[src/rtl/rr_tdm_arb.sv]
// Round-robin N-master arbiter with per-master programmable time slices.
// Grants are registered; s_act and slice_done are derived from the registers and req.
module rr_tdm_arb #(
    parameter int unsigned N         = 4,
    parameter int unsigned QW        = 4,
    parameter bit          EARLY_REL = 1'b1
) (
    input  logic                          clk,
    input  logic                          rst,
    input  logic [N-1:0]                  req,
    input  logic [N*QW-1:0]               quantum,
    output logic [N-1:0]                  gnt,
    output logic [((N > 1) ? $clog2(N) : 1)-1:0] gnt_id,
    output logic                          gnt_vld,
    output logic                          s_act,
    output logic                          slice_done
);

    localparam int unsigned IW = (N > 1) ? $clog2(N) : 1;

    typedef enum logic {
        IDLE  = 1'b0,
        GRANT = 1'b1
    } state_t;

    state_t          state;
    logic [IW-1:0]   last_ptr;
    logic [QW-1:0]   cnt;
    logic [QW-1:0]   q_lat;

    logic [IW-1:0]   base;
    logic            found;
    logic [IW-1:0]   sel;
    logic [QW-1:0]   q_sel;
    logic [QW-1:0]   q_eff;
    logic [N-1:0]    sel_onehot;
    logic            slice_end;

    // Rotating search from base+1; base itself comes last, which gives the
    // re-grant of the current owner its lowest priority at a slice end.
    always_comb begin
        base  = (state == IDLE) ? last_ptr : gnt_id;
        found = 1'b0;
        sel   = '0;
        q_sel = '0;
        for (int k = 1; k <= int'(N); k++) begin
            int idx;
            idx = int'(base) + k;
            if (idx >= int'(N)) begin
                idx = idx - int'(N);
            end
            if (!found && req[IW'(idx)]) begin
                found = 1'b1;
                sel   = IW'(idx);
                q_sel = quantum[idx*int'(QW) +: QW];
            end
        end
        q_eff      = (q_sel == '0) ? QW'(1) : q_sel;
        sel_onehot = N'(1) << sel;
    end

    always_comb begin
        slice_end = 1'b0;
        if (state == GRANT) begin
            slice_end = (cnt == (q_lat - QW'(1))) || (EARLY_REL && !req[gnt_id]);
        end
    end

    assign slice_done = slice_end;
    assign s_act      = gnt_vld & req[gnt_id];

    always_ff @(posedge clk) begin
        if (rst) begin
            state    <= IDLE;
            gnt      <= '0;
            gnt_id   <= '0;
            gnt_vld  <= 1'b0;
            cnt      <= '0;
            q_lat    <= QW'(1);
            last_ptr <= IW'(N - 1);
        end else begin
            case (state)
                IDLE: begin
                    if (found) begin
                        state   <= GRANT;
                        gnt     <= sel_onehot;
                        gnt_id  <= sel;
                        gnt_vld <= 1'b1;
                        cnt     <= '0;
                        q_lat   <= q_eff;
                    end
                end
                GRANT: begin
                    if (slice_end) begin
                        last_ptr <= gnt_id;
                        cnt      <= '0;
                        if (found) begin
                            gnt    <= sel_onehot;
                            gnt_id <= sel;
                            q_lat  <= q_eff;
                        end else begin
                            state   <= IDLE;
                            gnt     <= '0;
                            gnt_vld <= 1'b0;
                        end
                    end else begin
                        cnt <= cnt + QW'(1);
                    end
                end
                default: begin
                    state   <= IDLE;
                    gnt     <= '0;
                    gnt_vld <= 1'b0;
                end
            endcase
        end
    end

endmodule
[config.mk]
export PLATFORM = sky130hd
export DESIGN_NAME = rr_tdm_arb
export DESIGN_NICKNAME = d
export VERILOG_FILES = /design/src/rtl/rr_tdm_arb.sv
export SDC_FILE = /design/constraint.sdc
export NUM_CORES = 1
export LEC_CHECK = 0
export ABC_CLOCK_PERIOD_IN_PS = 6000
export BUFFER_PORTS_ARGS = -buffer_cell sky130_fd_sc_hd__buf_2
export CAP_MARGIN = 20
export CORE_MARGIN = 1.5
export CORE_UTILIZATION = 56
export CTS_BUF_LIST = sky130_fd_sc_hd__clkbuf_4
export DETAILED_ROUTE_END_ITERATION = 16
export MAX_ROUTING_LAYER = met4
export PLACE_DENSITY = 0.86
export SYNTH_ARGS = -nofsm -noshare
export SYNTH_HDL_FRONTEND = slang
export SYNTH_SLANG_ARGS = --single-unit
[constraint.sdc]
create_clock -name clk -period 6 [get_ports clk]
set_input_delay 0.6 -clock clk [delete_from_list [all_inputs] [get_ports clk]]
set_output_delay 0.6 -clock clk [all_outputs]
set_load 0.005 [all_outputs]
==> reports/results.tsv, run 1 <==
stage	metric	value	unit
status	outcome	finished clean	
power_and_ir_drop	power.internal	0.4775	mW
cts	cts_buffers	3	
setup_path	cp-start-kind	flop	
sta	period_minus_slack	3.639	ns
route	firstDrtPassIters	4	
synthesis	ys_seq_area_share	21.57	%
route	viasPerCell	6.504	
route	vias	1613	
synthesis	ys_seq_elements	18	
sta	setup_ws	2.361	ns
grt	grt_pass1_vias	1479	
sta	tns	0	ns
flow_run	maxCapViolCount	0	
setup_path	worstPathRequired	6.19	ns
synthesis	synth_nets	221	
route	drcViolationCount	0	
setup_path	r2r_slack	2.36	ns
sta	slew_headroom	41.14	%
floorplan	pin_count	31	
synthesis	yosys_warnings	0	
sta	setup_viol	0	
grt	grt_pass1_wl	6527	µm
power_and_ir_drop	leakage	0.8065	nW
setup_path	crit_type	reg -> reg	
cts	cts_resized	0	
synthesis	synth_top_area_share	21.57	%
sta	rsz0062_at_grt	no	
floorplan	rows	19	
finish	syn2layout_area_growth	10.71	%
synthesis	yosys-top-cells-area	dfxtp_1 22%, mux4_2 16%, mux2i_1 6.0%, nand2_1 5.8%, ha_1 4.5%	
place	place_ws	2.435	ns
synthesis	syn_inst	193	
synthesis	syn_avg_cell_area	8.655	µm²
power_and_ir_drop	swShare	46.75	%
grt	antenna_found_initial	0	
grt	gr-usage-all-layers	25.34	%
place	numPortBuffers	30	
power_and_ir_drop	pwr_density_cell	484.9	nW/µm²
place	place_hpwl	2932	µm
cts	cts_hold_buf	0	
sta	period_share	60.65	%
finish	nets	246	
finish	n_fill_cell	242	
setup_path	rr_worst_depth	10	
floorplan	start_util	60.05	%
cts	cts_setup_buffers	0	
power_and_ir_drop	seqPwrFrac	21.1	%
setup_path	r2r_start	state$_SDFF_PP0_	
min_path	hold_path_depth	2	
synthesis	netlist-cell-type-count	49	
setup_path	rr_endpoint	gnt[3]$_SDFFE_PP0P_	
route	drtIter0Drc	103	
setup_path	cp-end-kind	flop	
floorplan	dieArea	3319	µm²
synthesis	async_flop_share	0	%
grt	grt_max_degree	23	
floorplan	core-area	2781	µm²
place	routabilityCongestion	0.9069	
sta	maxSlewViolCount	0	
min_path	hold_start	gnt[2]$_SDFFE_PP0P_	
sta	fmax	274.8	MHz
route	ant_nets	0	
synthesis	synth_common_cells	26 x nand2_1, 18 x dfxtp_1, 12 x mux4_2	
synthesis	yosysMostFrequentCell	nand2_1	
floorplan	die_w	57.62	µm
setup_path	crit_path_max_fanout	22	
finish	drive_above_1_share	23.96	%
route	wl	3842	µm
floorplan	die_h	57.62	µm
cts	ctsRootBufferMaster	clkbuf_4	
sta	final.setup_skew	0.005342	ns
synthesis	yosysTopAreaCell	dfxtp_1	
power_and_ir_drop	power.share.combinational	71.8	%
min_path	hold_end	gnt[2]$_SDFFE_PP0P_	
setup_path	crit_arrival	3.83	ns
min_path	hold_class	reg -> reg	
synthesis	synthesis.area	1670	µm²
power_and_ir_drop	pwr-share-clk	7.1	%
cts	clkSlewWorstSetupHoldPaths	0.11	ns
sta	hold_viol	0	
route	routedWlPerCell	15.49	µm
cts	cts.sinks	18	
cts	insertion_delay	0.30	ns
synthesis	ys.flop_type	dfxtp_1	
power_and_ir_drop	p_switching	0.4192	mW
cts	cts_tree	built	
finish	antenna_cells	0	
power_and_ir_drop	ir_worst_vdd	312.7	µV
sta	tightest_slew	0.8716	ns
synthesis	synth_edf_count	0	
cts	h-tree-depth	1	
cts	cts_buffer_depth	2	
grt	grt_overflow	0	
[metrics by stage]
| step | std cells | power (mW) | area (µm²) | utilization [%] | hold slack (ns) |
|---|---|---|---|---|---|
| after floorplan | 193 | 0.6928 | 1670 | - | 0.4371 |
| after global placement | 244 | 0.8157 | 1823 | 65.54 | 0.4422 |
| after detailed placement | 244 | 0.8279 | 1823 | 65.54 | 0.4508 |
| after CTS | 248 | 0.8916 | 1849 | 66.49 | 0.4738 |
| after global routing | 248 | 0.9698 | 1849 | 66.49 | 0.4951 |
| final | 248 | 0.8967 | 1849 | 66.49 | 0.4717 |
[cell usage in the layout, fill, tap and decap left out, drive strengths merged, types with 2 or more instances in the layout]
master,instances
clkbuf,3
o31ai,3
a22oi,2
a22o,2
a2111oi,2
nor2,11
and3,2
dfxtp,18
nand2,26
ha,6
or3,2
o21bai,2
mux2i,11
o22ai,2
inv,9
xor2,2
a211oi,2
o21ai,8
clkinv,3
nand3,8
nor3,3
nand3b,3
nand2b,2
xnor2,7
a221o,2
a32o,4
a21oi,6
mux4,12
nor2b,2
a221oi,4
buf,32
[power by group through the flow]
stage | clock, mW | sequential, mW | combinational [mW]
floorplan | 0 | 0.190 | 0.503
global placement | 0 | 0.191 | 0.624
detailed placement | 0 | 0.193 | 0.635
CTS | 0.0640 | 0.190 | 0.637
global route | 0.0700 | 0.195 | 0.704
finish | 0.0637 | 0.190 | 0.643
[final cells by class]
cell class / count / area [µm²] / share of cell area [%]
Multi-Input combinational cell: 152 / 1217 / 65.83
Sequential cell: 18 / 360.3 / 19.49
Timing Repair Buffer: 32 / 165.2 / 8.931
Inverter: 11 / 41.29 / 2.233
Tap cell: 31 / 38.79 / 2.097
Clock buffer: 3 / 22.52 / 1.218
Clock inverter: 1 / 3.754 / 0.2030
[routing by layer]
metal,global-route usage (%),part of all wire (%)
met1,32.47,44
met2,42.37,50
met3,3.571,5.4
met4,6.312,0.88
met5,-,0
[worst max-delay path, stage by stage, from the launching register on]
cell and delay, ns:
dfxtp_1 0.44, mux2i_2 0.26, buf_4 0.33, ha_1 0.42
clkinv_1 0.34, mux4_2 0.35, o21ai_0 0.08, a32o_1 0.27
a221oi_1 0.69, nor2_1 0.11, a22o_1 0.23
[cell families (layout without fill, tap and decap cells)]
family / Yosys count / count (layout) / share of synthesized area [%]
flops: 18 / 18 / 21.57
xor+xnor: 9 / 9 / 4.719
buf+inv: 23 / 47 / 5.543
simple gates: 67 / 67 / 19.78
compound gates: 47 / 47 / 20.90
fa+ha+maj: 6 / 6 / 4.494
mux: 23 / 23 / 23.00
[state kept, by name (all words and copies together), names as in the netlist]
name and flops:
cnt 4, gnt 4, gnt_id 2, gnt_vld 1
last_ptr 2, q_lat 4, state 1
[worst max-delay path by stage]
stage / start / endpoint / cells after the start
2_1_floorplan: state$_SDFF_PP0_ / q_lat[0]$_SDFFE_PP1P_ / 12
3_3_place_gp: state$_SDFF_PP0_ / gnt[3]$_SDFFE_PP0P_ / 10
6_report: state$_SDFF_PP0_ / gnt[3]$_SDFFE_PP0P_ / 10
4_1_cts: state$_SDFF_PP0_ / gnt[3]$_SDFFE_PP0P_ / 10
5_1_grt: state$_SDFF_PP0_ / gnt[3]$_SDFFE_PP0P_ / 10
3_5_place_dp: state$_SDFF_PP0_ / gnt[3]$_SDFFE_PP0P_ / 10
(Power assumes the default switching activity.)
==> inputs of run 2 (changes only) <==
- ABC_CLOCK_PERIOD_IN_PS: 6000 -> 3000
- CORE_UTILIZATION: 56 -> 52
- PLACE_DENSITY: 0.86 -> 0.84
- clock period: 6 -> 3 ns (I/O delays scaled with it)
==> run 2 against run 1 <==
Net effect:
- worst hold slack worse by 0.14 ns
- power up 120%
- fmax up 28%
- sequential share of layout area fell by 1.0 points
- global-route usage is 0.77 points higher
- die area rose by 7.3%
- setup slack worse by 2.2 ns
- non-clock buffer count grew 8
- first-iteration DRC count grew 39%
==> reports/results.tsv, run 2 (synthesis gave the netlist of run 1 again) <==
stage	metric	value	unit
route	routedWlPerCell	15.37	µm
grt	grt_pass1_vias	1580	
route	met1Wirelength	1772	µm
route	vias	1684	
sta	period_share	94.68	%
power_and_ir_drop	seqPwrFrac	19.9	%
cts	h-tree-depth	1	
route	top_layer_used	met4	
floorplan	start_util	54.71	%
sta	final.setup_skew	0.004998	ns
cts	insertion_delay	0.30	ns
floorplan	die_h	59.68	µm
setup_path	cp-end-kind	flop	
power_and_ir_drop	ir_worst_vdd	694.6	µV
power_and_ir_drop	swShare	45.57	%
power_and_ir_drop	p_switching	0.9016	mW
power_and_ir_drop	power.internal	1.077	mW
cts	cts_tree	built	
floorplan	die_w	59.68	µm
sta	hold_viol	0	
route	drcViolationCount	0	
sta	setup_ws	0.1595	ns
setup_path	r2r_start	state$_SDFF_PP0_	
finish	syn2layout_area_growth	17.90	%
sta	slew_headroom	63.35	%
route	wl_met3	293	µm
floorplan	dieArea	3561	µm²
setup_path	crit_path_max_incr_delay	0.52	ns
finish	nets	254	
finish	n_fill_cell	287	
finish	layout_commonest_cell	buf_2	
sta	tns	0	ns
route	wl	4134	µm
setup_path	r2r_slack	0.16	ns
grt	gr-usage-all-layers	26.11	%
sta	setup_viol	0	
setup_path	cpLargestDelayFamily	simple AND/OR/NAND/NOR gates	
sta	tightest_slew	0.5359	ns
setup_path	rr_endpoint	q_lat[0]$_SDFFE_PP1P_	
setup_path	crit_arrival	3.02	ns
setup_path	crit_type	reg -> reg	
finish	final_cell_mix	30 x buf_2, 26 x nand2_1, 17 x dfxtp_1	
min_path	hold_end	state$_SDFF_PP0_	
power_and_ir_drop	leakage	0.8472	nW
setup_path	worstPathRequired	3.18	ns
sta	maxSlewViolCount	0	
setup_path	crit_path_max_fanout	8	
grt	grt_pass1_wl	7072	µm
min_path	hold_class	in -> reg	
setup_path	crit_chain	mux2i_4, inv_2, mux4_2, buf_4, nor2b_1, nand3_1, o2111a_1, nor3b_1, or4_1	
floorplan	core-area	3053	µm²
finish	fin_area	1969	µm²
cts	cts_setup_buffers	0	
power_and_ir_drop	power.share.combinational	73.7	%
finish	antenna_cells	0	
place	place_area	1942	µm²
route	route.met2.wl	2032	µm
power_and_ir_drop	pwr-share-clk	6.4	%
setup_path	rr_worst_depth	9	
place	place_ws	0.1710	ns
grt	grt_max_degree	20	
finish	drive_above_1_share	28.44	%
sta	period_minus_slack	2.841	ns
status	outcome	finished clean	
setup_path	slowest_stage	or4_1	
setup_path	crit_buf_inv	2	
floorplan	rows	20	
route	firstDrtPassIters	4	
place	routabilityCongestion	0.8814	
route	drtIter0Drc	143	
place	numPortBuffers	30	
grt	grt_overflow	0	
floorplan	pin_count	31	
place	place_hpwl	3088	µm
flow_run	maxCapViolCount	0	
sta	whs	0.3298	ns
power_and_ir_drop	pwr_density_cell	1005	nW/µm²
cts	cts.sinks	18	
cts	clkSlewWorstSetupHoldPaths	0.11	ns
cts	ctsRootBufferMaster	clkbuf_4	
cts	cts_buffer_depth	2	
route	ant_nets	0	
min_path	hold_start	rst	
grt	antenna_found_initial	0	
route	viasPerCell	6.260	
sta	rsz0062_at_grt	no	
sta	fmax	352.1	MHz
cts	cts_buffers	3	
setup_path	cp-start-kind	flop	
min_path	hold_path_depth	2	
finish	top_regs	cnt x4, gnt x4, q_lat x4	
-- run 2: power groups by stage --
stage               clock network (mW)  logic (mW)  registers, mW
global placement                     0        1.41          0.393
finish                           0.127        1.46          0.393
CTS                              0.127        1.45          0.392
detailed placement                   0        1.44          0.398
floorplan                            0        1.07          0.389
global route                     0.138        1.60          0.402
-- run 2: per-layer routing --
layer	vias up	track usage [%]
met5	-	-
met4	0	5.714
met3	4	4.762
met2	66	40.37
met1	814	35.78
li1	800	-
-- run 2: worst max path at each step --
stage | from | to | slack (ns) | depth (start not counted)
after CTS | state$_SDFF_PP0_ | q_lat[0]$_SDFFE_PP1P_ | 0.15 | 9
after global routing | state$_SDFF_PP0_ | q_lat[0]$_SDFFE_PP1P_ | 0.01 | 9
after detailed placement | state$_SDFF_PP0_ | q_lat[0]$_SDFFE_PP1P_ | 0.17 | 9
final | state$_SDFF_PP0_ | q_lat[0]$_SDFFE_PP1P_ | 0.16 | 9
after global placement | state$_SDFF_PP0_ | q_lat[0]$_SDFFE_PP1P_ | 0.25 | 9
after floorplan | state$_SDFF_PP0_ | q_lat[0]$_SDFFE_PP1P_ | 0.03 | 10
-- run 2: final cells by class --
| type | count | area [µm²] | share of cell area, % |
|---|---|---|---|
| multi-input combinational | 152 | 1252 | 63.60 |
| sequential | 18 | 364.1 | 18.49 |
| timing repair buffer | 40 | 225.2 | 11.44 |
| tap | 44 | 55.05 | 2.795 |
| inverter | 11 | 46.29 | 2.351 |
| clock buffer | 3 | 22.52 | 1.144 |
| clock inverter | 1 | 3.754 | 0.1906 |
-- run 2: timing repair --
item	in CTS	in global routing
gates resized for setup	0	1
hold buffers	0	0
hold endpoints to repair	0	0
endpoints found under the setup margin	0	1
-- run 2: stage by stage --
step | power (mW) | utilization [%] | instances
floorplan | 1.457 | - | 193
detailed placement | 1.835 | 63.61 | 265
global placement | 1.802 | 63.61 | 265
CTS | 1.965 | 64.47 | 269
global route | 2.142 | 64.51 | 269
finish | 1.978 | 64.51 | 269
